### src/rtl/refill_arb_pkg.sv
`default_nettype none
// ============================================================================
// Module      : refill_arb_pkg
// Description : Shared types and constants for the L1 refill arbiter.
//               - arb_state_t : arbiter FSM states
//               - req_id_t    : requester identity (I-cache / D-cache)
//               - BLOCK_W     : refill block width in bits
//               - OFFSET_W    : byte-offset bits inside one block
// Revision    : 1.0 - initial release
// ============================================================================
package refill_arb_pkg;

    localparam int BLOCK_W  = 128;
    localparam int OFFSET_W = 4;

    typedef enum logic [1:0] {
        ARB_IDLE  = 2'd0,
        ARB_ISSUE = 2'd1,
        ARB_RESP  = 2'd2
    } arb_state_t;

    typedef enum logic {
        REQ_I = 1'b0,
        REQ_D = 1'b1
    } req_id_t;

endpackage : refill_arb_pkg
`default_nettype wire

### src/rtl/refill_arbiter_arb_pick2.sv
`default_nettype none
// ============================================================================
// Module      : arb_pick2
// Description : Combinational two-way picker for the refill arbiter.
//               A lone request always wins. On a tie, fixed mode picks D;
//               round-robin mode picks the requester not granted last.
// Ports       : i_req_i  - I-cache request
//               i_req_d  - D-cache request
//               i_last   - requester granted most recently
//               i_rr_en  - 1 = round-robin tie-break, 0 = D over I
//               o_any    - at least one request present
//               o_winner - selected requester (valid when o_any)
// Revision    : 1.0 - initial release
// ============================================================================
module arb_pick2
    import refill_arb_pkg::*;
(
    input  logic    i_req_i,
    input  logic    i_req_d,
    input  req_id_t i_last,
    input  logic    i_rr_en,
    output logic    o_any,
    output req_id_t o_winner
);

    always_comb begin
        o_any    = i_req_i | i_req_d;
        o_winner = REQ_I;
        if (i_req_i && i_req_d) begin
            // Tie: in round-robin mode hand the grant to whoever waited last time
            o_winner = (i_rr_en && (i_last == REQ_D)) ? REQ_I : REQ_D;
        end else if (i_req_d) begin
            o_winner = REQ_D;
        end
    end

endmodule : arb_pick2
`default_nettype wire

### src/rtl/refill_arbiter.sv
`default_nettype none
// ============================================================================
// Module      : refill_arbiter
// Description : Shares the single main-memory block port between the I-cache
//               and D-cache miss requesters. One refill outstanding at a time:
//               IDLE -> ISSUE -> RESP -> IDLE.
// Build macro : REFILL_ARB_RR_EN - round-robin tie-break (pointer resets to I,
//               so the first tie goes to D). Undefined: fixed D-over-I.
// Ports       : CLK, RST            - clock, synchronous active-high reset
//               IREQ/IADDR/IDONE    - I-cache miss request, address, done pulse
//               DREQ/DADDR/DDONE    - D-cache miss request, address, done pulse
//               RBLOCK              - returned block, valid with IDONE/DDONE
//               MEM_REQ/MEM_ADDR    - memory read request, block-aligned addr
//               MEM_READY/MEM_BLOCK - memory delivery pulse and data
//               ERR                 - sticky memory-timeout flag
// Revision    : 1.0 - initial release
// ============================================================================
module refill_arbiter #(
    parameter int ADDR_W  = 32,
    parameter int BLOCK_W = 128,
    parameter int TIMEOUT = 64
) (
    input  logic               CLK,
    input  logic               RST,
    input  logic               IREQ,
    input  logic [ADDR_W-1:0]  IADDR,
    output logic               IDONE,
    input  logic               DREQ,
    input  logic [ADDR_W-1:0]  DADDR,
    output logic               DDONE,
    output logic [BLOCK_W-1:0] RBLOCK,
    output logic               MEM_REQ,
    output logic [ADDR_W-1:0]  MEM_ADDR,
    input  logic               MEM_READY,
    input  logic [BLOCK_W-1:0] MEM_BLOCK,
    output logic               ERR
);

    import refill_arb_pkg::*;

    // One spare bit is kept when TIMEOUT is zero so the counter stays legal
    localparam int                CNT_W        = (TIMEOUT > 0) ? $clog2(TIMEOUT + 1) : 1;
    localparam logic [CNT_W-1:0]  C_TIMEOUT    = CNT_W'(TIMEOUT);
    localparam logic [ADDR_W-1:0] C_ALIGN_MASK = {{(ADDR_W-OFFSET_W){1'b1}}, {OFFSET_W{1'b0}}};

    arb_state_t         r_state_q, w_state_d;
    req_id_t            r_win_q,   w_win_d;
    logic [ADDR_W-1:0]  r_addr_q,  w_addr_d;
    logic [BLOCK_W-1:0] r_block_q, w_block_d;
    logic [CNT_W-1:0]   r_cnt_q,   w_cnt_d;
    logic               r_err_q,   w_err_d;

    req_id_t            w_pick;
    req_id_t            w_last;
    logic               w_rr_en;
    logic               w_any;
    logic [ADDR_W-1:0]  w_sel_addr;
    logic [CNT_W-1:0]   w_cnt_inc;
    logic               w_timeout;

    // ------------------------------------------------------------------
    // Tie-break pointer
    // ------------------------------------------------------------------
`ifdef REFILL_ARB_RR_EN
    req_id_t r_last_q, w_last_d;

    always_comb begin
        w_last_d = r_last_q;
        if ((r_state_q == ARB_IDLE) && w_any) begin
            w_last_d = w_pick;
        end
    end

    always_ff @(posedge CLK) begin
        if (RST) begin
            r_last_q <= REQ_I;
        end else begin
            r_last_q <= w_last_d;
        end
    end

    assign w_last  = r_last_q;
    assign w_rr_en = 1'b1;
`else
    assign w_last  = REQ_I;
    assign w_rr_en = 1'b0;
`endif

    arb_pick2 u_pick (
        .i_req_i  (IREQ),
        .i_req_d  (DREQ),
        .i_last   (w_last),
        .i_rr_en  (w_rr_en),
        .o_any    (w_any),
        .o_winner (w_pick)
    );

    assign w_sel_addr = (w_pick == REQ_D) ? DADDR : IADDR;
    assign w_cnt_inc  = r_cnt_q + CNT_W'(1);

    // ------------------------------------------------------------------
    // Timeout detect: fires in the ISSUE cycle whose count reaches TIMEOUT.
    // A MEM_READY arriving in that same cycle still wins.
    // ------------------------------------------------------------------
    generate
        if (TIMEOUT > 0) begin : g_timeout
            assign w_timeout = (r_state_q == ARB_ISSUE) && !MEM_READY && (w_cnt_inc == C_TIMEOUT);
        end else begin : g_no_timeout
            assign w_timeout = 1'b0;
        end
    endgenerate

    // ------------------------------------------------------------------
    // FSM: state register
    // ------------------------------------------------------------------
    always_ff @(posedge CLK) begin
        if (RST) begin
            r_state_q <= ARB_IDLE;
        end else begin
            r_state_q <= w_state_d;
        end
    end

    // ------------------------------------------------------------------
    // FSM: next state
    // ------------------------------------------------------------------
    always_comb begin
        w_state_d = r_state_q;
        case (r_state_q)
            ARB_IDLE:  if (w_any) w_state_d = ARB_ISSUE;
            ARB_ISSUE: if (MEM_READY || w_timeout) w_state_d = ARB_RESP;
            ARB_RESP:  w_state_d = ARB_IDLE;
            default:   w_state_d = ARB_IDLE;
        endcase
    end

    // ------------------------------------------------------------------
    // FSM: outputs
    // ------------------------------------------------------------------
    always_comb begin
        MEM_REQ = (r_state_q == ARB_ISSUE);
        IDONE   = (r_state_q == ARB_RESP) && (r_win_q == REQ_I);
        DDONE   = (r_state_q == ARB_RESP) && (r_win_q == REQ_D);
    end

    assign MEM_ADDR = r_addr_q;
    assign RBLOCK   = r_block_q;
    assign ERR      = r_err_q;

    // ------------------------------------------------------------------
    // Datapath: grant capture, timeout counter, block capture, error flag
    // ------------------------------------------------------------------
    always_comb begin
        w_win_d   = r_win_q;
        w_addr_d  = r_addr_q;
        w_block_d = r_block_q;
        w_cnt_d   = r_cnt_q;
        w_err_d   = r_err_q;
        case (r_state_q)
            ARB_IDLE: begin
                if (w_any) begin
                    w_win_d  = w_pick;
                    w_addr_d = w_sel_addr & C_ALIGN_MASK;
                    w_cnt_d  = '0;
                end
            end
            ARB_ISSUE: begin
                w_cnt_d = w_cnt_inc;
                if (MEM_READY) begin
                    w_block_d = MEM_BLOCK;
                end else if (w_timeout) begin
                    // Release the requester with an all-zero block
                    w_block_d = '0;
                    w_err_d   = 1'b1;
                end
            end
            default: ;
        endcase
    end

    always_ff @(posedge CLK) begin
        if (RST) begin
            r_win_q   <= REQ_I;
            r_addr_q  <= '0;
            r_block_q <= '0;
            r_cnt_q   <= '0;
            r_err_q   <= 1'b0;
        end else begin
            r_win_q   <= w_win_d;
            r_addr_q  <= w_addr_d;
            r_block_q <= w_block_d;
            r_cnt_q   <= w_cnt_d;
            r_err_q   <= w_err_d;
        end
    end

endmodule : refill_arbiter
`default_nettype wire

### config.mk
export PLATFORM = sky130hd
export DESIGN_NAME = refill_arbiter
export DESIGN_NICKNAME = d
export VERILOG_FILES = /design/src/rtl/refill_arb_pkg.sv /design/src/rtl/refill_arbiter_arb_pick2.sv /design/src/rtl/refill_arbiter.sv
export SDC_FILE = /design/constraint.sdc
export NUM_CORES = 1
export LEC_CHECK = 0
export ABC_AREA = 1
export ABC_CLOCK_PERIOD_IN_PS = 4140
export BUFFER_PORTS_ARGS = -buffer_cell sky130_fd_sc_hd__buf_2
export CORE_AREA = 2 2 141 143
export CTS_BUF_LIST = sky130_fd_sc_hd__clkbuf_2 sky130_fd_sc_hd__clkbuf_4 sky130_fd_sc_hd__clkbuf_8
export DETAILED_ROUTE_END_ITERATION = 10
export DIE_AREA = 0 0 143 145
export GPL_TIMING_DRIVEN = 0
export PLACE_DENSITY = 0.63
export SLEW_MARGIN = 30
export SYNTH_ARGS = -nofsm -noshare
export SYNTH_HDL_FRONTEND = slang
export SYNTH_SLANG_ARGS = --single-unit
export TNS_END_PERCENT = 30
### constraint.sdc
create_clock -name CLK -period 4.14 [get_ports CLK]
set_input_delay 0.828 -clock CLK [delete_from_list [all_inputs] [get_ports CLK]]
set_output_delay 0.828 -clock CLK [all_outputs]
set_load 0.03 [all_outputs]
==> run metrics, run 1 <==
status=finished clean; die width=143 um; max cap viols=0; hold buffers post-CTS=0; initial antenna violation count=0; Die H=145 um; dpl cells=1,434; first-iteration detailed-routing DRC count=264; first-pass GRT wire length=33,800 um; worst skew pair latency=460 ps; nets@finish=1,387; average routed wire per standard cell=15.1 um; H-Tree Depth=4; clock slew seen by the registers of the worst setup and hold paths=90 ps; clk_skew=16.7 ps; slowest library cell on the worst path=clkbuf_1; vias in the first global route=6,482; core area=19,200 um^2; Setup crit end kind=output port; fin worst setup slack=939 ps; via count=6,889; share of layout cells above drive strength 1=38.8%; CP arrival=2370 ps; critical path's most frequent cell=clkbuf_1; fin crit share=77.3%; Final setup viols=0; PwrDens=417 nW/um^2; Tightest Hold Check Type=register to register; setup TNS=0 ps; post-DR vias/cell=4.70; post-DP HPWL=16,600 um; sequential cell area fraction in the yosys report=50.2%; Fin. Hold Viols=0; Total Wirelength=22,100 um; Unique masters post-synth=27; Finished Cell Area=9190 um^2; Overflow after GRT=0; post-CTS setup buffer count=0; cells resized by post-CTS repair=0; crit-path max cell delay=540 ps; FP Rows=51; CTS Buf Count=17; Crit Path Max Fanout=10; drt pass-1 iters=4; Final Max Slew Viols=0; Syn Inst Count=819; area delta synth->final=38.1%; ant diodes=0; Num Clock Sinks=167; IO Port Bufs=347; # IOs=361; slew at the pin with the worst max-slew slack=805 ps; Starting Density=34.6%; leakage power=4.12 nW; synthesized area=6650 um^2; Max VDD drop=0.241 mV; fill cell total of the finished layout=1,959; Finished Layout Cells=1,466; Max clock buf depth=2; Routed Antenna Nets=0; synth warn=0; Buf+Inv Stages, Crit Path=4; Final GP Congestion=0.827; total power=3.83 mW; commonest non-fill, non-tap cells in the layout=buf_2, dfxtp_1, nand2_1, nand3_1, a21oi_1; CTS tree=done; fmax=0.312 GHz; CTS Root Cell=clkbuf_8; Yosys reg bits=167; CP cell instances=inv_1 > nor2_2 > clkbuf_1 > clkbuf_1 > buf_2; commonest non-fill, non-tap cell in the layout=buf_2; Place WS=1350 ps; Placed Area=8730 um^2; RSZ-0062 raised after global routing=no; fin util=47.8%; DRC Markers=0; Setup Crit Path Kind=register to output port; die footprint=20,700 um^2; Worst slew margin=46.3%; Synth Area per Inst=8.12 um^2; Total GRT Usage=20.6%; Tmin final=3200 ps; critical path launch point type=register; WP data required=3310 ps; worst hold slack=454 ps; pin count of the biggest net entering global routing=17; Crit path max-delay family=buffers and inverters
-- where the power goes --
part           total [mW]  leakage [nW]  switching (mW)  internal [mW]
Clock                1.34         0.229           0.653          0.692
Combinational       0.737          2.53           0.489          0.247
Sequential           1.75          1.36          0.0511           1.70
-- worst register-to-register path: cells and delay by family, from the launching register on --
family	cells	cell delay [ps]
DFF	1	360
buffers and inverters	3	1060
and+or+nand+nor	2	400
AOI/OAI and AO/OA	1	180
-- synth_stat cells --
cell type / instances / area [um^2]
a211oi_1: 2 / 15.0
a21oi_1: 126 / 631
a21oi_2: 10 / 87.6
a311oi_1: 28 / 245
and3_1: 1 / 6.26
buf_12: 5 / 100
buf_2: 4 / 20.0
buf_4: 4 / 30.0
buf_6: 7 / 78.8
buf_8: 1 / 15.0
clkbuf_1: 57 / 214
clkinv_1: 1 / 3.75
conb_1: 1 / 3.75
dfxtp_1: 167 / 3340
ha_1: 2 / 25.0
inv_1: 14 / 52.6
nand2_1: 157 / 589
nand2_2: 53 / 332
nand3_1: 135 / 676
nand3_2: 1 / 10.0
nand4_1: 1 / 6.26
nor2_1: 36 / 135
nor2_2: 2 / 12.5
nor3_1: 1 / 5.00
nor3b_1: 1 / 7.51
o21ai_0: 1 / 5.00
o21ai_1: 1 / 5.00
-- registers in the layout (all words and copies together), names as in the netlist --
signal,cells
r_win_q,1
MEM_ADDR,28
ERR,1
RBLOCK,128
r_cnt_q,7
r_state_q,2
-- final cells by class --
cell class                 count  area (um^2)  share of cell area (%)
tap                          265          332                    3.61
clock buffer                  18          248                    2.70
timing repair buffer         347         1740                    18.9
clock inverter                14          208                    2.26
buffer                        78          458                    4.98
sequential                   167         3340                    36.4
inverter                      15         56.3                   0.613
multi-input combinational    562         2810                    30.6
-- worst paths after layout --
kind	from	endpoint	slack [ps]	cells past startpoint
max	r_state_q[0]	MEM_REQ	940	5
max reg2reg	r_state_q[0]	RBLOCK[40]	2050	6
min	ERR	ERR	450	2
min reg2reg	ERR	ERR	450	2
-- metal layers --
layer / vias to the layer above / wire length [um] / track usage (%)
met2: 256 / 11100 / 36.0
met5: - / 0 / 0
met1: 3106 / 8890 / 23.7
met3: 29 / 1720 / 6.70
li1: 3498 / - / -
met4: 0 / 402 / 6.49
-- kinds of logic (layout without fill, tap and decap cells) --
family | Yosys count | after routing | synth area share, %
buffers and inverters | 93 | 472 | 7.73
AOI/OAI and AO/OA | 168 | 168 | 14.9
other | 1 | 4 | 0.0564
adders and majority gates | 2 | 2 | 0.376
and+or+nand+nor | 388 | 388 | 26.7
DFF | 167 | 167 | 50.2
(Power assumes the default switching activity.)
==> run 2: changes to the inputs <==
Settings changed: ABC_CLOCK_PERIOD_IN_PS 4140 to 3180, CORE_AREA 2 2 141 143 to 2 2 139 141, DIE_AREA 0 0 143 145 to 0 0 141 143, PLACE_DENSITY 0.63 to 0.64.
Clock period 4.14 ns to 3.18 ns, I/O delays scaled along.
==> run metrics, run 2 (same netlist as run 1, synthesis figures left out) <==
status=finished clean; max reg flops=128; first-pass GRT wire length=33,400 um; Max VDD drop=0.229 mV; setup TNS=0 ps; commonest non-fill, non-tap cells in the layout=buf_2, dfxtp_1, nand2_1, nand3_1, a21oi_1; via count=6,955; average routed wire per standard cell=15.3 um; Overflow after GRT=0; CTS tree=done; Tightest Hold Check Type=primary input to register; PwrDens=531 nW/um^2; Die H=143 um; Total GRT Usage=21.0%; vias in the first global route=6,437; DRC Markers=0; clock slew seen by the registers of the worst setup and hold paths=100 ps; Fin. Hold Viols=0; H-Tree Depth=4; core area=18,600 um^2; critical path launch point type=register; Routed Antenna Nets=0; Final Max Slew Viols=0; max cap viols=0; fmax=0.365 GHz; clk_skew=14.1 ps; IO Port Bufs=347; worst skew pair latency=450 ps; post-DP HPWL=16,700 um; total power=4.84 mW; Setup crit end kind=output port; hold buffers post-CTS=0; Final setup viols=0; clock network power share=33.1%; Register Area=3340 um^2; area delta synth->final=36.9%; Worst slew margin=43.6%; pin count of the biggest net entering global routing=17; Int Power=3.29 mW; # IOs=361; fin crit share=86.2%; leakage power=4.10 nW; CP arrival=2110 ps; nets@finish=1,387; Total Wirelength=22,000 um; Switching Fraction=32.1%; Starting Density=35.8%; ant diodes=0; P_sw=1.55 mW; fill cell total of the finished layout=1,910; commonest non-fill, non-tap cell in the layout=buf_2; Final GP Congestion=0.809; Seq pwr share=47.1%; RSZ-0062 raised after global routing=no; Setup Crit Path Kind=register to output port; share of layout cells above drive strength 1=38.9%; Max clock buf depth=2; post-DR vias/cell=4.85; Tmin final=2740 ps; CTS Root Cell=clkbuf_8; FP Rows=50; multi-input logic area=2810 um^2; CTS Buf Count=17; drt pass-1 iters=4; Comb pwr share=19.8%; first-iteration detailed-routing DRC count=288; slew at the pin with the worst max-slew slack=846 ps; Num Clock Sinks=167; WP data required=2540 ps; initial antenna violation count=1; die width=141 um; die footprint=20,200 um^2; Crit Path Max Fanout=10
[run 2: changes by cell type in the layout (fill, tap and decap cells not counted), sizes merged]
cell / before / now
bufinv: 4 / 2
clkbuf: 75 / 76
clkinv: 3 / 4
clkinvlp: 1 / 2
inv: 21 / 20
[run 2: through the flow]
| step | std cells | area [um^2] | util, % | worst slack, ps | hold WS [ps] |
|---|---|---|---|---|---|
| floorplan | 822 | 6670 | - | 1260 | 455 |
| global placement | 1403 | 8690 | 46.8 | 585 | 441 |
| detailed placement | 1403 | 8690 | 46.8 | 615 | 442 |
| CTS | 1435 | 9110 | 49.0 | 87.8 | 400 |
| global route | 1435 | 9110 | 49.0 | 186 | 406 |
| finish | 1435 | 9110 | 49.0 | 438 | 440 |
[run 2: path summary, 6_finish.rpt]
| kind | startpoint | cells past startpoint | to | slack [ps] |
|---|---|---|---|---|
| worst max register to register | r_cnt_q[0] | 14 | RBLOCK[35] | 1170 |
| worst max-delay path | r_state_q[0] | 5 | MEM_REQ | 440 |
| worst min register to register | ERR | 2 | ERR | 450 |
| worst min-delay path | MEM_BLOCK[67] | 3 | RBLOCK[67] | 440 |
[run 2: area by class of cell]
type                       instances  area share [%]
buffer                            78            5.04
clock buffer                      19            2.80
clock inverter                    13            1.76
inverter                          15           0.618
multi-input combinational        562            30.8
sequential                       167            36.7
tap                              234            3.21
timing repair buffer             347            19.1
[run 2: critical path, cell delays in order (launching register included)]
cell      delay, ps
dfxtp_1         360
inv_1            70
nor2_2          180
clkbuf_2        350
clkbuf_1        400
buf_2           290
[run 2: power by group through the flow]
stage          logic, mW  clock network [mW]  registers, mW
2_1_floorplan      0.382                   0           2.55
3_3_place_gp       0.963                   0           2.32
3_5_place_dp       0.966                   0           2.32
4_1_cts            0.968                1.65           2.28
5_1_grt             1.04                1.74           2.29
6_report           0.960                1.60           2.28
[run 2: routing by layer]
layer	GRT usage, %	part of all wire, %	up-vias
met3	6.71	7.5	33
met5	0	0.055	-
li1	-	-	3507
met1	24.0	41	3155
met4	7.11	2.0	2
met2	37.2	50	258
[run 2: what timing repair did]
action                                  4_1_cts  5_1_grt
endpoints found under the hold margin         0        0
resized for setup                             0        2
setup buffers                                 0        0
endpoints found under the setup margin        0        1
